`src/rtl/cmp_seq_unit.sv`:
```
// cmp_seq_unit: multi-cycle MSB-first chunked magnitude comparator for SLT/SLTU/SEQ/SGT.
module cmp_seq_unit #(
  parameter int WIDTH = 16,
  parameter int CHUNK = 4,
  parameter int OUT_W = 16
) (
  input  logic             clk_i,
  input  logic             rst_i,
  input  logic             start_i,
  input  logic [1:0]       mode_i,
  input  logic [WIDTH-1:0] rs_i,
  input  logic [WIDTH-1:0] rt_i,
  output logic             busy_o,
  output logic             done_o,
  output logic [OUT_W-1:0] result_o,
  output logic             lt_o,
  output logic             eq_o,
  output logic             gt_o
);
  localparam int NCH = WIDTH / CHUNK;
  localparam int IW = NCH > 1 ? $clog2(NCH) : 1;
  localparam logic [WIDTH-1:0] MSB = {1'b1, {(WIDTH-1){1'b0}}};
  typedef enum logic [1:0] {IDLE, RUN, DONE} state_t;
  state_t state_q, state_d;
  logic [WIDTH-1:0] a_q, a_d, b_q, b_d;
  logic [1:0] mode_q, mode_d;
  logic [IW-1:0] idx_q, idx_d;
  logic lt_q, lt_d, eq_q, eq_d, gt_q, gt_d, res_q, res_d;
  logic [CHUNK-1:0] ca, cb;
  assign ca = a_q[idx_q*CHUNK +: CHUNK];
  assign cb = b_q[idx_q*CHUNK +: CHUNK];
  always_comb begin
    state_d = state_q;
    a_d = a_q;
    b_d = b_q;
    mode_d = mode_q;
    idx_d = idx_q;
    lt_d = lt_q;
    eq_d = eq_q;
    gt_d = gt_q;
    res_d = res_q;
    if (state_q == RUN) begin
      if (ca != cb || idx_q == '0) begin
        state_d = DONE;
        lt_d = ca < cb;
        eq_d = ca == cb;
        gt_d = ca > cb;
        res_d = mode_q == 2'b10 ? (ca == cb) : mode_q == 2'b11 ? (ca > cb) : (ca < cb);
      end else begin
        idx_d = idx_q - 1'b1;
      end
    end else if (start_i) begin
      // signed modes flip the sign bit so an unsigned scan orders two's complement values
      state_d = RUN;
      a_d = mode_i[0] ? rs_i ^ MSB : rs_i;
      b_d = mode_i[0] ? rt_i ^ MSB : rt_i;
      mode_d = mode_i;
      idx_d = IW'(NCH - 1);
    end else begin
      state_d = IDLE;
    end
  end
  always_ff @(posedge clk_i) begin
    if (rst_i) begin
      state_q <= IDLE;
      a_q <= '0;
      b_q <= '0;
      mode_q <= '0;
      idx_q <= '0;
      lt_q <= 1'b0;
      eq_q <= 1'b0;
      gt_q <= 1'b0;
      res_q <= 1'b0;
    end else begin
      state_q <= state_d;
      a_q <= a_d;
      b_q <= b_d;
      mode_q <= mode_d;
      idx_q <= idx_d;
      lt_q <= lt_d;
      eq_q <= eq_d;
      gt_q <= gt_d;
      res_q <= res_d;
    end
  end
  assign busy_o = state_q == RUN;
  assign done_o = state_q == DONE;
  assign result_o = {{(OUT_W-1){1'b0}}, res_q};
  assign lt_o = lt_q;
  assign eq_o = eq_q;
  assign gt_o = gt_q;
endmodule

```
`config.mk`:
```
export PLATFORM = sky130hd
export DESIGN_NAME = cmp_seq_unit
export DESIGN_NICKNAME = d
export VERILOG_FILES = /design/src/rtl/cmp_seq_unit.sv
export SDC_FILE = /design/constraint.sdc
export NUM_CORES = 1
export LEC_CHECK = 0
export CAP_MARGIN = 10
export CELL_PAD_IN_SITES_DETAIL_PLACEMENT = 0
export CELL_PAD_IN_SITES_GLOBAL_PLACEMENT = 1
export CORE_MARGIN = 2
export CORE_UTILIZATION = 34
export DETAILED_ROUTE_END_ITERATION = 10
export GPL_ROUTABILITY_DRIVEN = 1
export PLACE_DENSITY = 0.78
export SYNTH_ARGS = -nofsm -noshare
export SYNTH_HDL_FRONTEND = slang
export SYNTH_SLANG_ARGS = --single-unit
```
`constraint.sdc`:
```
create_clock -name clk_i -period 2.8 [get_ports clk_i]
set_input_delay 0.56 -clock clk_i [delete_from_list [all_inputs] [get_ports clk_i]]
set_output_delay 0.56 -clock clk_i [all_outputs]
set_load 0.03 [all_outputs]
```
==> results.cfg <==
[placed_design]
place.port_buffers = 42
hpwl_um = 2824
gp_congestion = 0.7574
dp_cells = 329

[sta]
max_slew_margin = 0.6451
fin_skew_ns = 0.003669
fin_setup_tns_ns = 0
drv_slew = 0
worst_pin_slew_ns = 0.5316
finalCriticalPeriod_ns = 2.410
setup_viol = 0
hold_viol_final = 0
fin_crit_sh = 0.8607
fmax_mhz = 415.0
rsz0062_at_grt = no

[job]
max_cap_viol_count = 0

[worst_setup_path]
crit_fanout = 10
regToRegEndpoint = res_q$_SDFFE_PP0P_
worstPathRequired_ns = 2.98
worstSetupEndpointType = flip-flop
regToRegSetupSlack_ns = 0.39
worst_r2r_path_depth = 6
crit_type = reg2reg
timing.rr.start = idx_q[0]$_SDFFE_PP0P_
worstPathArrival_ns = 2.59
cp-start-kind = flip-flop

[cells_and_area]
nNetsFinal = 306
stdcell_count = 337
finalCoreUtilization = 0.4444
fillers = 574
layout-drive-gt1-share = 0.09434
syn_to_final_growth_pct = 24.69
antenna_cells = 0

[floorplan]
initial_core_util = 0.3565
core_area_mm2 = 0.005574
die_w_um = 80.45
ioPinCount = 58
rows = 27
die_y_um = 80.45
die-area_mm2 = 0.006471

[min_path]
whs_path_depth = 2
holdCritStartpoint = b_q[7]$_SDFFE_PP0P_
hp-class = reg2reg
whs_endpoint = b_q[7]$_SDFFE_PP0P_

[route]
firstDrtPassIters = 4
avgRoutedWirePerCell_um = 11.21
drt_iter0_markers = 54
drc_errors = 0
num_vias = 1553
wirelength_um = 3779
via_per_inst = 4.608
ant_nets = 0

[global_route]
grt_pass1_wl_um = 6375
grt_usage = 0.1256
antenna_found_initial = 0
grt_pass1_vias = 1515
grt_max_degree = 39
gr-total-overflow = 0

[yosys]
synth_most_common_cell = nand2_1
synthArstFlopShare = 0
yosysWarnings = 0
synth.area.top_cells = dfxtp_1 (42%), nand2_1 (12%), a21oi_1 (9.3%)
synth-edff-count = 0
ys_seq_elements = 42
yosysSeqAreaShare = 0.4232
yosysUniqueCellTypes = 32
yosysTopAreaCell = dfxtp_1
syn_area_mm2 = 0.001987
synth_top_cell_area_share = 0.4232
synthCells = 228
syn_area_per_cell_um2 = 8.715
synthTopCellsByCount = nand2_1 (66), dfxtp_1 (42), a21oi_1 (37)
synth_flop_cell = dfxtp_1

[cts]
htreeDepth = 2
clockBufferDepth = 2
cts.repair.resized = 0
clk_latency_ns = 0.29
numCtsBuffers = 5
post_cts_buffers = 0
clk_pin_slew_ns = 0.07
clockRootBuffer = clkbuf_8
cts_tree = yes
cts_hold_buf = 0
clock_sinks = 42

[pwr]
power_density_mw_per_mm2 = 583.6
cellLeakagePower_nw = 0.9670
vdd_drop_max_uv = 290.7

[outcome]
status = finished clean
-- routing by layer --
layer / wire [µm] / track usage / vias up
met5: 0 / 0 / -
met4: 55 / 0.05763 / 0
met3: 174 / 0.02809 / 5
met2: 1805 / 0.2125 / 37
met1: 1744 / 0.1510 / 709
li1: - / - / 802
-- how the worst max path moves through the flow --
stage	start	end	slack [ns]	depth (start not counted)
CTS	idx_q[0]$_SDFFE_PP0P_	res_q$_SDFFE_PP0P_	0.34	6
finish	idx_q[0]$_SDFFE_PP0P_	res_q$_SDFFE_PP0P_	0.39	6
floorplan	idx_q[0]$_SDFFE_PP0P_	gt_o$_SDFFE_PP0P_	0.72	7
detailed placement	idx_q[0]$_SDFFE_PP0P_	res_q$_SDFFE_PP0P_	0.35	6
global placement	idx_q[0]$_SDFFE_PP0P_	gt_o$_SDFFE_PP0P_	0.41	6
global route	idx_q[0]$_SDFFE_PP0P_	res_q$_SDFFE_PP0P_	0.16	6
-- layout make-up --
| cell class | count | area, µm² | area share |
|---|---|---|---|
| clock buffers | 8 | 110.1 | 0.04444 |
| inverters | 8 | 30.03 | 0.01212 |
| multi-input cells | 162 | 963.4 | 0.3889 |
| flip-flops and latches | 42 | 840.8 | 0.3394 |
| well taps | 72 | 90.09 | 0.03636 |
| repair buffers | 45 | 442.9 | 0.1788 |
-- worst max-delay path: stages (launching register included) --
cell and delay [ns]:
dfxtp_1 0.66, mux4_2 0.58, ha_1 0.35, nand4_2 0.18
o21ai_2 0.25, inv_1 0.06, o221a_1 0.23
-- power by group --
group,internal (mW),switching [mW],total [mW]
clock,0.249,0.195,0.443
sequential,0.643,0.0367,0.679
combinational,0.154,0.169,0.323
-- cells by family after synthesis --
kind of cell	after synthesis	share of synthesized area
and+or+nand+nor	83	0.1826
AOI/OAI and AO/OA	49	0.1430
DFF	42	0.4232
buffers and inverters	38	0.1184
muxes	8	0.09068
adders and majority gates	5	0.03149
xor gates and xnor gates	2	0.008818
other	1	0.001887
-- flip-flops by register name (all words and copies together) (netlist names), 2 cells and up --
signal	count
a_q	16
mode_q	2
idx_q	2
b_q	16
state_q	2
-- through the flow --
stage	setup slack, ns	hold slack (ns)	power [mW]	cell area (µm²)
floorplan	0.7210	0.4331	0.9389	2039
global placement	0.4076	0.4433	1.018	2367
detailed placement	0.3524	0.4468	1.022	2367
CTS	0.3412	0.4574	1.463	2477
global route	0.1619	0.4747	1.527	2477
finish	0.3902	0.4554	1.446	2477
-- cells in the final DEF (no fill, tap or decap), types with 2 or more instances in the layout --
| cell type | netlist | layout |
|---|---|---|
| clkdlybuf4s50_1 | 0 | 42 |
| a211oi_1 | 3 | 3 |
| dfxtp_1 | 42 | 42 |
| nand2_1 | 66 | 66 |
| inv_1 | 8 | 8 |
| and2_1 | 2 | 2 |
| conb_1 | 1 | 15 |
| nor2_1 | 5 | 5 |
| clkbuf_8 | 0 | 8 |
| nand3b_1 | 2 | 2 |
| a21oi_1 | 37 | 37 |
| mux4_2 | 8 | 8 |
| nor3_1 | 2 | 2 |
| xnor2_1 | 2 | 2 |
| ha_1 | 5 | 5 |
| buf_4 | 17 | 3 |
No activity file was read; power rests on OpenSTA's default activity.
